File: src/rtl/mux_scan_pkg.sv
// Shared types for the mux_scan_sampler block: scan FSM states and dwell counter width.
package mux_scan_pkg;

  localparam int unsigned CNT_W = 16;

  typedef enum logic [1:0] {
    MANUAL,
    SCAN,
    STALL
  } state_e;

endpackage

File: src/rtl/mux_scan_sampler_if.sv
// Channel input bank, select controls and sample valid/ready output of mux_scan_sampler.
// master: the sampler side. slave: the board / consumer side.
interface mux_scan_sampler_if #(
  parameter int unsigned N_IN = 7,
  parameter int unsigned W    = 1
);
  localparam int unsigned SEL_W = $clog2(N_IN);

  logic [N_IN*W-1:0] in_data;
  logic              mode;
  logic [SEL_W-1:0]  sel_in;
  logic              sel_load;
  logic              out_ready;
  logic              out_valid;
  logic [W-1:0]      out_data;
  logic [SEL_W-1:0]  out_ch;
  logic              sel_err;

  modport master (
    input  in_data, mode, sel_in, sel_load, out_ready,
    output out_valid, out_data, out_ch, sel_err
  );

  modport slave (
    output in_data, mode, sel_in, sel_load, out_ready,
    input  out_valid, out_data, out_ch, sel_err
  );
endinterface

File: src/rtl/mux_scan_slot.sv
// Output slot: holds one sample {data, ch} with valid until the consumer accepts it.
module mux_scan_slot #(
  parameter int unsigned W     = 1,
  parameter int unsigned SEL_W = 3
) (
  input  logic             clk,
  input  logic             resetn,
  input  logic             load,
  input  logic [W-1:0]     load_data,
  input  logic [SEL_W-1:0] load_ch,
  input  logic             out_ready,
  output logic             out_valid,
  output logic [W-1:0]     out_data,
  output logic [SEL_W-1:0] out_ch,
  output logic             slot_free
);

  logic             valid_q, valid_d;
  logic [W-1:0]     data_q, data_d;
  logic [SEL_W-1:0] ch_q, ch_d;

  assign slot_free = !valid_q || out_ready;
  assign out_valid = valid_q;
  assign out_data  = data_q;
  assign out_ch    = ch_q;

  // New sample overwrites the slot (caller only loads when free); otherwise clear on acceptance.
  always_comb begin
    valid_d = valid_q;
    data_d  = data_q;
    ch_d    = ch_q;
    if (load) begin
      valid_d = 1'b1;
      data_d  = load_data;
      ch_d    = load_ch;
    end else if (valid_q && out_ready) begin
      valid_d = 1'b0;
    end
  end

  // Slot registers, dropped immediately on reset.
  always_ff @(posedge clk or negedge resetn) begin
    if (!resetn) begin
      valid_q <= 1'b0;
      data_q  <= '0;
      ch_q    <= '0;
    end else begin
      valid_q <= valid_d;
      data_q  <= data_d;
      ch_q    <= ch_d;
    end
  end

endmodule

File: src/rtl/mux_scan_sampler.sv
// N-input, W-bit channel selector with manual load-and-sample or round-robin scan,
// feeding a valid/ready output slot without dropping dwell expiries.
// Optional macro MUX_SCAN_SELERR_EN: builds a sticky sel_err flag for out-of-range samples.
module mux_scan_sampler
  import mux_scan_pkg::*;
#(
  parameter int unsigned N_IN  = 7,
  parameter int unsigned W     = 1,
  parameter int unsigned DWELL = 4
) (
  input  logic             clk,
  input  logic             resetn,
  mux_scan_sampler_if.master bus
);

  localparam int unsigned       SEL_W    = $clog2(N_IN);
  localparam logic [CNT_W-1:0]  CNT_LAST = CNT_W'(DWELL - 1);
  localparam logic [SEL_W-1:0]  SEL_LAST = SEL_W'(N_IN - 1);

  state_e           state_q, state_d;
  logic [CNT_W-1:0] cnt_q, cnt_d;
  logic [SEL_W-1:0] cur_sel_q, cur_sel_d;
  logic [SEL_W-1:0] sel_next;
  logic             expired;
  logic             slot_free;
  logic             take;
  logic [SEL_W-1:0] take_sel;
  logic [W-1:0]     take_data;

  assign expired  = (cnt_q == CNT_LAST);
  assign sel_next = (cur_sel_q == SEL_LAST) ? '0 : cur_sel_q + SEL_W'(1);

  // State register: FSM state, dwell counter, current select.
  always_ff @(posedge clk or negedge resetn) begin
    if (!resetn) begin
      state_q   <= MANUAL;
      cnt_q     <= '0;
      cur_sel_q <= '0;
    end else begin
      state_q   <= state_d;
      cnt_q     <= cnt_d;
      cur_sel_q <= cur_sel_d;
    end
  end

  // Next-state: mode drop beats sel_load, which beats dwell expiry; STALL parks cnt at DWELL-1.
  always_comb begin
    state_d   = state_q;
    cnt_d     = cnt_q;
    cur_sel_d = cur_sel_q;
    unique case (state_q)
      MANUAL: begin
        if (bus.sel_load) cur_sel_d = bus.sel_in;
        if (bus.mode) begin
          state_d = SCAN;
          cnt_d   = '0;
        end
      end
      SCAN, STALL: begin
        if (!bus.mode) begin
          state_d = MANUAL;
          if (bus.sel_load) cur_sel_d = bus.sel_in;
        end else if (bus.sel_load) begin
          state_d   = SCAN;
          cur_sel_d = bus.sel_in;
          cnt_d     = '0;
        end else if (state_q == STALL || expired) begin
          if (slot_free) begin
            state_d   = SCAN;
            cur_sel_d = sel_next;
            cnt_d     = '0;
          end else begin
            state_d = STALL;
          end
        end else begin
          cnt_d = cnt_q + CNT_W'(1);
        end
      end
      default: state_d = MANUAL;
    endcase
  end

  // Output decode: when a sample is taken and which channel it uses.
  always_comb begin
    take     = 1'b0;
    take_sel = cur_sel_q;
    unique case (state_q)
      MANUAL: begin
        if (bus.sel_load && slot_free) begin
          take     = 1'b1;
          take_sel = bus.sel_in;
        end
      end
      SCAN, STALL: begin
        if (bus.mode && !bus.sel_load && (state_q == STALL || expired) && slot_free)
          take = 1'b1;
      end
      default: take = 1'b0;
    endcase
  end

  // Channel mux; select values beyond N_IN-1 match no channel and yield zero.
  always_comb begin
    take_data = '0;
    for (int unsigned k = 0; k < N_IN; k++) begin
      if (take_sel == SEL_W'(k)) take_data = bus.in_data[k*W +: W];
    end
  end

  mux_scan_slot #(
    .W     (W),
    .SEL_W (SEL_W)
  ) u_slot (
    .clk       (clk),
    .resetn    (resetn),
    .load      (take),
    .load_data (take_data),
    .load_ch   (take_sel),
    .out_ready (bus.out_ready),
    .out_valid (bus.out_valid),
    .out_data  (bus.out_data),
    .out_ch    (bus.out_ch),
    .slot_free (slot_free)
  );

`ifdef MUX_SCAN_SELERR_EN
  logic sel_err_q, sel_err_d;
  logic take_oor;

  assign take_oor = (32'(take_sel) >= 32'(N_IN));

  // Sticky flag: any sample with an out-of-range select sets it until reset.
  always_comb begin
    sel_err_d = sel_err_q | (take & take_oor);
  end

  // Flag register.
  always_ff @(posedge clk or negedge resetn) begin
    if (!resetn) sel_err_q <= 1'b0;
    else         sel_err_q <= sel_err_d;
  end

  assign bus.sel_err = sel_err_q;
`else
  assign bus.sel_err = 1'b0;
`endif

endmodule
File: src/flat_wrapper.sv
// flat-port wrapper written by rule: the top's interface ports become plain ports
module mux_scan_sampler_flat import mux_scan_pkg::*;
#(
  parameter int unsigned N_IN  = 7,
  parameter int unsigned W     = 1,
  parameter int unsigned DWELL = 4
)
  (clk, resetn, bus_in_data, bus_mode, bus_sel_in, bus_sel_load, bus_out_ready, bus_out_valid, bus_out_data, bus_out_ch, bus_sel_err);
  mux_scan_sampler_if #(.N_IN(N_IN), .W(W)) bus_i ();
  input  logic clk;
  input  logic resetn;
  input wire logic [$bits(bus_i.in_data)-1:0] bus_in_data;
  input wire logic [$bits(bus_i.mode)-1:0] bus_mode;
  input wire logic [$bits(bus_i.sel_in)-1:0] bus_sel_in;
  input wire logic [$bits(bus_i.sel_load)-1:0] bus_sel_load;
  input wire logic [$bits(bus_i.out_ready)-1:0] bus_out_ready;
  output wire logic [$bits(bus_i.out_valid)-1:0] bus_out_valid;
  output wire logic [$bits(bus_i.out_data)-1:0] bus_out_data;
  output wire logic [$bits(bus_i.out_ch)-1:0] bus_out_ch;
  output wire logic [$bits(bus_i.sel_err)-1:0] bus_sel_err;
  assign bus_i.in_data = bus_in_data;
  assign bus_i.mode = bus_mode;
  assign bus_i.sel_in = bus_sel_in;
  assign bus_i.sel_load = bus_sel_load;
  assign bus_i.out_ready = bus_out_ready;
  assign bus_out_valid = bus_i.out_valid;
  assign bus_out_data = bus_i.out_data;
  assign bus_out_ch = bus_i.out_ch;
  assign bus_sel_err = bus_i.sel_err;
  mux_scan_sampler #(.N_IN(N_IN), .W(W), .DWELL(DWELL)) u_core (.clk(clk), .resetn(resetn), .bus(bus_i));
endmodule
File: config.mk
export PLATFORM = sky130hd
export DESIGN_NAME = mux_scan_sampler_flat
export DESIGN_NICKNAME = d
export VERILOG_FILES = /design/src/rtl/mux_scan_pkg.sv /design/src/rtl/mux_scan_sampler_if.sv /design/src/rtl/mux_scan_slot.sv /design/src/rtl/mux_scan_sampler.sv /design/src/flat_wrapper.sv
export SDC_FILE = /design/constraint.sdc
export NUM_CORES = 1
export LEC_CHECK = 0
export BUFFER_PORTS_ARGS = -buffer_cell sky130_fd_sc_hd__buf_2
export CAP_MARGIN = 0
export CORE_MARGIN = 4
export CORE_UTILIZATION = 53
export DETAILED_ROUTE_END_ITERATION = 8
export HOLD_SLACK_MARGIN = 0.05
export PLACE_DENSITY = 0.83
export SKIP_CTS_REPAIR_TIMING = 1
export SKIP_LAST_GASP = 1
export SYNTH_ARGS = -nofsm -noshare
export SYNTH_HDL_FRONTEND = slang
export SYNTH_HIERARCHICAL = 1
export SYNTH_SLANG_ARGS = --single-unit
File: constraint.sdc
create_clock -name clk -period 2.7 [get_ports clk]
set_input_delay 0.675 -clock clk [delete_from_list [all_inputs] [get_ports clk]]
set_output_delay 0.675 -clock clk [all_outputs]
set_load 0.05 [all_outputs]
==> out/metrics.cfg, run 1 <==
[drt]
vias=1494
routed_wl_um=3600
first_pass_iters=4
drt-initial-drc-count=91
antenna_left=0
drc=0
viasPerCell=6.10
wl_per_cell_um=14.7

[clock_tree]
clk_latency_ns=0.33
clk_path_buf_depth=2
cts_inserted_buffers=3
cts_sinks=26
clk_pin_slew_ns=0.14
htree_levels=1
cts_root_buf=clkbuf_4
cts_tree=done

[placement]
place.port_buffers=19
dpl_cell_area_mm2=0.00182
placed_cells=241
gp_congestion=0.843
detailed_place_hpwl_um=2780

[logic_synthesis]
mappedNetlistNets=202
netlist_instances=183
avgSynthCellArea_um2=9.24
synth-async-reset-ratio_pct=100
yosys_register_bits=26
synth_cell_types=45
synth_flop_cell=dfrtp_1
synth_area_mm2=0.00169
synth-seq-area-share_pct=38.5
synth_edf_count=0
yosysWarnings=6

[global_routing]
grt_max_degree=27
grt-ovfl-total=0
antenna_found_initial=0
grt_pass1_vias=1530
grt_pass1_wl_um=6450
grt_usage_pct=19.2

[pwr]
switchingPower_uw=542
p_clk_share_pct=15.5
p_int_uw=737
power.total_uw=1280
leakagePower_uw=0.000796
p_sw_share_pct=42.4
pwr-share-comb_pct=45.5
p_per_area_mw_per_mm2=688
p_seq_share_pct=39.1
ir_drop_mv=0.580

[setup_path]
cp_num_buf_inv=0
slowest_stage=or4_1
cp.depth=6
cp.arrival_ns=2.58
worstSetupPathType=flip-flop to flip-flop
critPathTopFamily=compound AO/OA/AOI/OAI gates
worstPathMaxFanout=13
cp.required_ns=2.96
slowest_delay_ns=0.54
crit_path_end_kind=flip-flop
worstSetupStartpointType=flip-flop
r2r_cells=6
path_cells=ha_1 -> nor4b_1 -> a41o_1 -> o21a_1 -> or4_1 -> a21oi_1

[sta]
fin_skew_ns=0.00899
final_hold_viol_count=0
fin_crit_ns=2.33
maxSlewViolCount=0
setup_viol=0
rsz0062_at_grt=no
fmax_mhz=430
setup_tns_ns=0
slew_headroom_pct=62.4
fin_crit_sh_pct=86.1
worstMarginPinSlew_ns=0.564

[die]
initial_core_util_pct=55.4
rows=20
core_mm2=0.00305
io_pins=21
dieArea_mm2=0.00416
die_h_um=64.5
die_w_um=64.5

[layout]
layoutNonFillerInstCount=245
fin_util_pct=60.9
antenna_cells=0
postLayoutCellArea_mm2=0.00186
fill_cells=280
fin_nets=221
ff_latch_area_um2=651
multi_input_area_um2=965
drive_above_1_share_pct=18.9
syn_to_final_growth_pct=9.92

[min_path]
hold_path_class=input port to async pin

[job]
maxCapViolations=0

[status]
status=finished, final reports clean

-- state kept, by name (all words and copies together) (netlist names) --
name	flops
u_core/cnt_q	16
u_core/u_slot/out_ch	3
u_core/cur_sel_q	3
u_core/u_slot/out_data	1
u_core/u_slot/out_valid	1
u_core/state_q	2
-- cells in the mapped netlist, types with 2 or more instances --
master / n / area [um2]
and4_1: 3 / 26.3
and2_1: 2 / 12.5
dfrtp_1: 26 / 651
clkbuf_1: 3 / 11.3
mux2i_1: 5 / 50.1
nand3b_1: 2 / 15.0
nand4_1: 5 / 31.3
nand3_1: 7 / 35.0
inv_1: 7 / 26.3
or4_1: 2 / 15.0
o21ai_0: 13 / 65.1
o221ai_1: 2 / 17.5
a21oi_1: 7 / 35.0
buf_4: 3 / 22.5
a211oi_1: 7 / 52.6
a41oi_1: 2 / 17.5
a22oi_1: 2 / 15.0
nor4_1: 3 / 18.8
nand2_1: 14 / 52.6
o2111ai_1: 2 / 17.5
mux2_2: 5 / 56.3
nor2b_1: 2 / 12.5
ha_1: 4 / 50.1
or3_1: 4 / 25.0
o21ai_1: 2 / 10.0
xnor2_1: 7 / 61.3
and3_1: 3 / 18.8
nand2b_1: 4 / 25.0
buf_2: 3 / 15.0
nor3_1: 3 / 15.0
nor2_1: 13 / 48.8
o31ai_1: 3 / 22.5
-- cells in the final DEF, fill, tap and decap left out, types with 7 or more instances in the layout --
cell type and instances:
dfrtp_1 26, buf_2 19, nand2_1 14, o21ai_0 13, nor2_1 13, inv_1 7, nand3_1 7, a211oi_1 7
a21oi_1 7, xnor2_1 7
-- worst paths after layout --
path	from	endpoint	slack, ns
max reg2reg	u_core/cnt_q[0]$_DFFE_PN0P_	u_core/cnt_q[14]$_DFFE_PN0P_	0.37
min reg2reg	u_core/u_slot/out_data$_DFFE_PN0P_	u_core/u_slot/out_data$_DFFE_PN0P_	0.52
max	u_core/cnt_q[0]$_DFFE_PN0P_	u_core/cnt_q[14]$_DFFE_PN0P_	0.37
min	resetn	u_core/cnt_q[7]$_DFFE_PN0P_	0.32
min in group clk	u_core/u_slot/out_data$_DFFE_PN0P_	u_core/u_slot/out_data$_DFFE_PN0P_	0.52
max in group asynchronous	resetn	u_core/u_slot/out_data$_DFFE_PN0P_	2.01
-- area by class of cell --
| cell class | count | area share [%] |
|---|---|---|
| repair buffers | 23 | 6.73 |
| flip-flops and latches | 26 | 35.0 |
| multi-input cells | 141 | 51.9 |
| clock buffers | 4 | 1.95 |
| inverters | 7 | 1.41 |
| well taps | 44 | 2.96 |
-- metrics by stage --
stage | hold WS [ns] | worst slack, ns
finish | 0.316 | 0.374
global route | 0.358 | 0.184
CTS | 0.325 | 0.385
detailed placement | 0.496 | 0.221
global placement | 0.487 | 0.267
floorplan | 0.379 | 0.258
-- power groups by stage --
| stage | logic (uW) | registers [uW] | clock network (uW) |
|---|---|---|---|
| floorplan | 322 | 627 | 0 |
| global placement | 564 | 506 | 0 |
| detailed placement | 584 | 510 | 0 |
| CTS | 586 | 502 | 205 |
| global route | 636 | 511 | 219 |
| finish | 582 | 500 | 198 |
-- worst reg2reg max path, delay by kind of cell (launching register included) --
family | cells | cell delay (ns)
AO/OA/AOI/OAI | 3 | 0.87
adder cells (fa/ha/maj) | 1 | 0.24
flip-flops | 1 | 0.45
AND/OR/NAND/NOR | 2 | 0.70
-- cells by family after synthesis --
logic type / after synthesis / share of synthesized area (%)
AO/OA/AOI/OAI: 46 / 18.4
XOR/XNOR: 7 / 3.63
adder cells (fa/ha/maj): 4 / 2.96
buffers and inverters: 16 / 4.44
flip-flops: 26 / 38.5
multiplexers: 13 / 9.18
other: 1 / 0.222
AND/OR/NAND/NOR: 70 / 22.7
-- per-layer routing --
| metal | wire (um) | track usage (%) |
|---|---|---|
| met3 | 173 | 2.95 |
| met1 | 1580 | 24.1 |
| met4 | 64 | 8.18 |
| met5 | 0 | 0 |
| met2 | 1790 | 32.7 |
Note: power is estimated with default switching activity, not from simulation.
==> run 2, diff against run 1 <==
--- a/config.mk
+++ b/config.mk
@@ -16,5 +16,4 @@
 export SKIP_LAST_GASP = 1
 export SYNTH_ARGS = -nofsm -noshare
 export SYNTH_HDL_FRONTEND = slang
-export SYNTH_HIERARCHICAL = 1
 export SYNTH_SLANG_ARGS = --single-unit
==> out/metrics.cfg, run 2 <==
[pwr]
p_clk_share_pct=15.1  ; was 15.5%
ir_drop_mv=0.532  ; was 0.580 mV
p_int_uw=744  ; was 737 uW
leakagePower_uw=0.000826  ; was 0.000796 uW
pwr-share-comb_pct=45.8  ; was 45.5%
p_per_area_mw_per_mm2=717  ; was 688 mW/mm2
p_seq_share_pct=39.1  ; about the same
switchingPower_uw=568  ; was 542 uW
p_sw_share_pct=43.3  ; was 42.4%

[setup_path]
critPathTopFamily=simple AND/OR/NAND/NOR gates  ; was compound AO/OA/AOI/OAI gates
slowest_stage=dfrtp_1  ; was or4_1
worstSetupPathType=flip-flop to flip-flop  ; unchanged
slowest_delay_ns=0.42  ; was 0.54 ns
cp.arrival_ns=2.41  ; was 2.58 ns
worstPathMaxFanout=8  ; was 13
worstSetupStartpointType=flip-flop  ; unchanged
path_cells=inv_1 -> ha_1 -> nor2b_1 -> buf_4 -> nand2_1 -> nor2_1 -> o21ai_0 -> o41ai_1  ; was ha_1 -> nor4b_1 -> a41o_1 -> o21a_1 -> or4_1 -> a21oi_1
cp_num_buf_inv=2  ; was 0
rr_endpoint=u_core.state_q[1]$_DFFE_PN0P_  ; was u_core/cnt_q[14]$_DFFE_PN0P_
r2r_cells=8  ; was 6
crit_path_end_kind=flip-flop  ; unchanged
rrSetupSlack_ns=0.49  ; was 0.37 ns
cp.required_ns=2.90  ; was 2.96 ns
r2r-start=u_core.state_q[1]$_DFFE_PN0P_  ; was u_core/cnt_q[0]$_DFFE_PN0P_
cp.depth=8  ; was 6

[global_routing]
grt-ovfl-total=0  ; unchanged
grt_usage_pct=17.7  ; was 19.2%
antenna_found_initial=0  ; unchanged
grt_pass1_vias=1394  ; was 1530
grt_pass1_wl_um=6080  ; was 6450 um
grt_max_degree=27  ; unchanged

[drt]
drt-initial-drc-count=101  ; was 91
routed.top_layer=met3  ; was met4
first_pass_iters=4  ; unchanged
met3WireLength_um=137  ; was 173 um
vias=1436  ; was 1494
routed_wl_um=3510  ; was 3600 um
drc=0  ; unchanged
antenna_left=0  ; unchanged
viasPerCell=5.89  ; was 6.10
wl_met1_um=1560  ; was 1580 um
wl_met2_um=1820  ; was 1790 um
wl_per_cell_um=14.4  ; was 14.7 um

[die]
die_w_um=64.2  ; was 64.5 um
die_h_um=64.2  ; was 64.5 um
rows=20  ; unchanged
initial_core_util_pct=55.4  ; about the same
dieArea_mm2=0.00413  ; was 0.00416 mm2
io_pins=21  ; unchanged
core_mm2=0.00303  ; was 0.00305 mm2

[sta]
worstMarginPinSlew_ns=0.590  ; was 0.564 ns
fin_skew_ns=0.00319  ; was 0.00899 ns
slew_headroom_pct=60.7  ; was 62.4%
fin_crit_ns=2.21  ; was 2.33 ns
final_hold_viol_count=0  ; unchanged
maxSlewViolCount=0  ; unchanged
fmax_mhz=452  ; was 430 MHz
fin_crit_sh_pct=81.9  ; was 86.1%
holdWs_ns=0.332  ; was 0.316 ns
setup_tns_ns=0  ; unchanged
setup_viol=0  ; unchanged
rsz0062_at_grt=no  ; unchanged

[clock_tree]
htree_levels=1  ; unchanged
cts_inserted_buffers=3  ; unchanged
clk_path_buf_depth=2  ; unchanged
cts_tree=done  ; unchanged
clk_pin_slew_ns=0.14  ; about the same
cts_root_buf=clkbuf_4  ; unchanged
cts_sinks=26  ; unchanged
clk_latency_ns=0.32  ; was 0.33 ns

[layout]
syn_to_final_growth_pct=9.25  ; was 9.92%
layoutNonFillerInstCount=244  ; was 245
final_common_cell=dfrtp_1  ; unchanged
drive_above_1_share_pct=18.5  ; was 18.9%
largest-register=u_core.cnt_q  ; was u_core/cnt_q
mostFrequentLayoutCells=26 x dfrtp_1, 21 x nor2_1, 19 x buf_2  ; was 26 x dfrtp_1, 19 x buf_2, 14 x nand2_1
postLayoutCellArea_mm2=0.00183  ; was 0.00186 mm2
fin_util_pct=60.5  ; was 60.9%
largest_register_ffs=16  ; unchanged
fin_nets=220  ; was 221
fill_cells=274  ; was 280
antenna_cells=0  ; unchanged

[placement]
detailed_place_hpwl_um=2610  ; was 2780 um
gp_congestion=0.840  ; was 0.843
dpl_cell_area_mm2=0.00180  ; was 0.00182 mm2
place.port_buffers=19  ; unchanged
placed_cells=240  ; was 241

[logic_synthesis]
netlist.area_leader.share_pct=38.8  ; was 38.5%
yosysTopAreaCell=dfrtp_1  ; unchanged
netlist_instances=182  ; was 183
ys_top_cells_by_count=26 x dfrtp_1, 21 x nor2_1, 18 x nand2_1  ; was 26 x dfrtp_1, 14 x nand2_1, 13 x nor2_1, 13 x o21ai_0
avgSynthCellArea_um2=9.21  ; was 9.24 um2
synth-seq-area-share_pct=38.8  ; was 38.5%
synth-async-reset-ratio_pct=100  ; unchanged
mappedNetlistNets=201  ; was 202
synth_edf_count=0  ; unchanged
synth_most_common_cell=dfrtp_1  ; unchanged
synth_cell_types=50  ; was 45
synthTopCellsByArea=dfrtp_1 39%, xor2_1 5.7%, nor2_1 4.7%  ; was dfrtp_1 38%, o21ai_0 3.8%, xnor2_1 3.6%
synth_area_mm2=0.00168  ; was 0.00169 mm2
yosys_register_bits=26  ; unchanged
yosysWarnings=0  ; was 6
synth_flop_cell=dfrtp_1  ; unchanged

[job]
maxCapViolations=0  ; unchanged

[min_path]
hold_path_class=input port to async pin  ; unchanged

[status]
status=finished, final reports clean  ; unchanged

run 2: kinds of logic after synthesis:
| logic type | after synthesis | synth area share (%) |
|---|---|---|
| mux | 7 | 4.70 |
| fa+ha+maj | 4 | 2.99 |
| simple gates | 72 | 22.1 |
| compound gates | 46 | 20.8 |
| xor+xnor | 12 | 6.27 |
| buf+inv | 14 | 4.10 |
| other cells | 1 | 0.224 |
| flops | 26 | 38.8 |
run 2: stage by stage:
| step | setup slack, ns | power [uW] |
|---|---|---|
| final | 0.488 | 1310 |
| after global routing | 0.270 | 1400 |
| after CTS | 0.498 | 1320 |
| after detailed placement | 0.387 | 1120 |
| after global placement | 0.414 | 1110 |
| after floorplan | 0.570 | 989 |
run 2: worst max-delay path by stage:
stage	slack (ns)	startpoint	to
2_1_floorplan	0.57	bus_out_ready	u_core.u_slot.out_data$_DFFE_PN0P_
3_3_place_gp	0.41	bus_out_ready	u_core.u_slot.out_data$_DFFE_PN0P_
3_5_place_dp	0.39	bus_out_ready	u_core.u_slot.out_data$_DFFE_PN0P_
4_1_cts	0.50	u_core.state_q[1]$_DFFE_PN0P_	u_core.cnt_q[6]$_DFFE_PN0P_
5_1_grt	0.27	u_core.state_q[1]$_DFFE_PN0P_	u_core.cnt_q[14]$_DFFE_PN0P_
6_report	0.49	u_core.state_q[1]$_DFFE_PN0P_	u_core.state_q[1]$_DFFE_PN0P_
run 2: power groups by stage:
| stage | Clock (uW) | Sequential [uW] | Combinational [uW] |
|---|---|---|---|
| 2_1_floorplan | 0 | 633 | 356 |
| 3_3_place_gp | 0 | 519 | 591 |
| 3_5_place_dp | 0 | 521 | 599 |
| 4_1_cts | 203 | 513 | 601 |
| 5_1_grt | 215 | 526 | 654 |
| 6_report | 199 | 513 | 601 |
run 2: routing by layer:
metal  vias to the layer above  GRT usage (%)
met3                         0           2.28
met1                       705           22.5
li1                        700              -
met4                         0           1.58
met5                         -              0
met2                        31           33.0
run 2: cell type report:
cell class | instances | area, um2 | area share, %
Inverter | 8 | 30.0 | 1.64
Multi-Input combinational cell | 142 | 957 | 52.3
Tap cell | 44 | 55.1 | 3.01
Clock buffer | 4 | 36.3 | 1.98
Sequential cell | 26 | 651 | 35.5
Timing Repair Buffer | 20 | 103 | 5.60
==> run 3, diff against run 2 <==
==> constraint.sdc (replaced) <==
create_clock -name clk -period 2.04 [get_ports clk]
set_input_delay 0.51 -clock clk [delete_from_list [all_inputs] [get_ports clk]]
set_output_delay 0.51 -clock clk [all_outputs]
set_load 0.05 [all_outputs]
==> out/metrics.cfg, run 3 (synthesis gave the netlist of run 2 again) <==
[layout]
mostFrequentLayoutCells=25 x dfrtp_1, 22 x buf_4, 21 x nor2_1  ; was 26 x dfrtp_1, 21 x nor2_1, 19 x buf_2
fin_util_pct=67.6  ; was 60.5%
drive_above_1_share_pct=29.7  ; was 18.5%
final_common_cell=dfrtp_1  ; unchanged
largest_register_ffs=16  ; unchanged
fin_nets=242  ; was 220
antenna_cells=0  ; unchanged
largest-register=u_core.cnt_q  ; unchanged
layoutNonFillerInstCount=266  ; was 244
syn_to_final_growth_pct=22.1  ; was 9.25%

[sta]
maxSlewViolCount=0  ; unchanged
rsz0062_at_grt=no  ; unchanged
fin_crit_sh_pct=94.9  ; was 81.9%
fin_skew_ns=0.00973  ; was 0.00319 ns
slew_headroom_pct=61.0  ; was 60.7%
fin_crit_ns=1.94  ; was 2.21 ns
worstMarginPinSlew_ns=0.586  ; was 0.590 ns
fmax_mhz=516  ; was 452 MHz
setup_viol=0  ; unchanged
final_hold_viol_count=0  ; unchanged

[global_routing]
antenna_found_initial=0  ; unchanged
grt_usage_pct=18.2  ; was 17.7%
grt-ovfl-total=0  ; unchanged
grt_pass1_vias=1434  ; was 1394
grt_pass1_wl_um=6020  ; was 6080 um
grt_max_degree=27  ; unchanged

[clock_tree]
cts_sinks=26  ; unchanged
clk_path_buf_depth=2  ; unchanged
clk_pin_slew_ns=0.14  ; about the same
clk_latency_ns=0.33  ; was 0.32 ns
cts_root_buf=clkbuf_4  ; unchanged
cts_inserted_buffers=3  ; unchanged
htree_levels=1  ; unchanged
cts_tree=done  ; unchanged

[setup_path]
cp_num_buf_inv=1  ; was 2
crit_path_end_kind=flip-flop  ; unchanged
r2r-start=u_core.state_q[1]$_DFFE_PN0P_  ; unchanged
rrSetupSlack_ns=0.10  ; was 0.49 ns
slowest_stage=dfrtp_1  ; unchanged
worstSetupPathType=flip-flop to flip-flop  ; unchanged
cp.required_ns=2.26  ; was 2.90 ns
r2r_cells=8  ; unchanged
path_cells=inv_1 -> ha_4 -> and2_4 -> nand2_4 -> mux2_4 -> a221oi_2 -> a211oi_1 -> mux2_2  ; was inv_1 -> ha_1 -> nor2b_1 -> buf_4 -> nand2_1 -> nor2_1 -> o21ai_0 -> o41ai_1
cp.arrival_ns=2.16  ; was 2.41 ns
critPathTopFamily=multiplexers  ; was simple AND/OR/NAND/NOR gates
slowest_delay_ns=0.43  ; was 0.42 ns
worstPathMaxFanout=6  ; was 8
worstSetupStartpointType=flip-flop  ; unchanged
rr_endpoint=u_core.u_slot.out_data$_DFFE_PN0P_  ; was u_core.state_q[1]$_DFFE_PN0P_

[placement]
gp_congestion=0.855  ; was 0.840
placed_cells=258  ; was 240
detailed_place_hpwl_um=2720  ; was 2610 um
place.port_buffers=19  ; unchanged

[job]
maxCapViolations=0  ; unchanged

[drt]
viasPerCell=5.62  ; was 5.89
routed.top_layer=met4  ; was met3
drt-initial-drc-count=68  ; was 101
wl_per_cell_um=13.4  ; was 14.4 um
vias=1496  ; was 1436
drc=0  ; unchanged
wl_met1_um=1560  ; about the same
wl_met2_um=1810  ; was 1820 um
first_pass_iters=4  ; unchanged
routed_wl_um=3560  ; was 3510 um
antenna_left=0  ; unchanged
met3WireLength_um=145  ; was 137 um

[status]
status=finished, final reports clean  ; unchanged

[die]
core_mm2=0.00303  ; unchanged
rows=20  ; unchanged
initial_core_util_pct=55.4  ; unchanged
die_w_um=64.2  ; unchanged
io_pins=21  ; unchanged
dieArea_mm2=0.00413  ; unchanged
die_h_um=64.2  ; unchanged

[pwr]
p_per_area_mw_per_mm2=928  ; was 717 mW/mm2
ir_drop_mv=0.803  ; was 0.532 mV
leakagePower_uw=0.000940  ; was 0.000826 uW

[min_path]
hold_path_class=input port to async pin  ; unchanged

==> run 3: cell types whose count changed in the layout (fill, tap and decap cells not counted), sizes merged <==
| cell | change |
|---|---|
| buf | +22 |
==> run 3: worst max-delay path by stage <==
stage	cells after the start	start	end	slack [ns]
2_1_floorplan	6	u_core.u_slot.out_valid$_DFFE_PN0P_	u_core.u_slot.out_data$_DFFE_PN0P_	0.04
3_3_place_gp	7	bus_out_ready	u_core.u_slot.out_data$_DFFE_PN0P_	0.01
3_5_place_dp	7	bus_out_ready	u_core.u_slot.out_data$_DFFE_PN0P_	-0.01
4_1_cts	8	u_core.state_q[0]$_DFFE_PN0P_	u_core.u_slot.out_data$_DFFE_PN0P_	-0.009
5_1_grt	9	u_core.state_q[1]$_DFFE_PN0P_	u_core.cnt_q[9]$_DFFE_PN0P_	0.03
6_report	8	u_core.state_q[1]$_DFFE_PN0P_	u_core.u_slot.out_data$_DFFE_PN0P_	0.10
==> run 3: per-stage QoR <==
| stage | TNS (ns) | setup WS (ns) | area (um2) | total power [uW] | hold slack [ns] |
|---|---|---|---|---|---|
| floorplan | 0 | 0.0355 | 1680 | 1310 | 0.214 |
| global placement | 0 | 0.0116 | 1940 | 1590 | 0.482 |
| detailed placement | -0.0150 | -0.0150 | 1940 | 1600 | 0.487 |
| CTS | -0.00916 | -0.00916 | 1970 | 1830 | 0.179 |
| global route | 0 | 0.0266 | 2050 | 2020 | 0.189 |
| finish | 0 | 0.103 | 2050 | 1900 | 0.156 |
==> run 3: area by class of cell <==
| cell class | count | area (um2) |
|---|---|---|
| Multi-Input combinational cell | 142 | 1000 |
| Fill cell | 232 | 981 |
| Sequential cell | 26 | 652 |
| Timing Repair Buffer | 42 | 280 |
| Tap cell | 44 | 55.1 |
| Inverter | 8 | 30.0 |
| Clock buffer | 4 | 26.3 |
==> run 3: routing by layer <==
metal / vias to the layer above / global-route usage [%]
met5: - / 0
li1: 740 / -
met3: 7 / 3.69
met1: 708 / 21.1
met4: 0 / 6.60
met2: 41 / 32.7
==> run 3: report_power, final <==
part           switching, uW  internal, uW  leakage, uW
clock                    153          76.7    0.0000150
combinational            572           419     0.000583
sequential              72.1           607     0.000342
total                    797          1100     0.000940
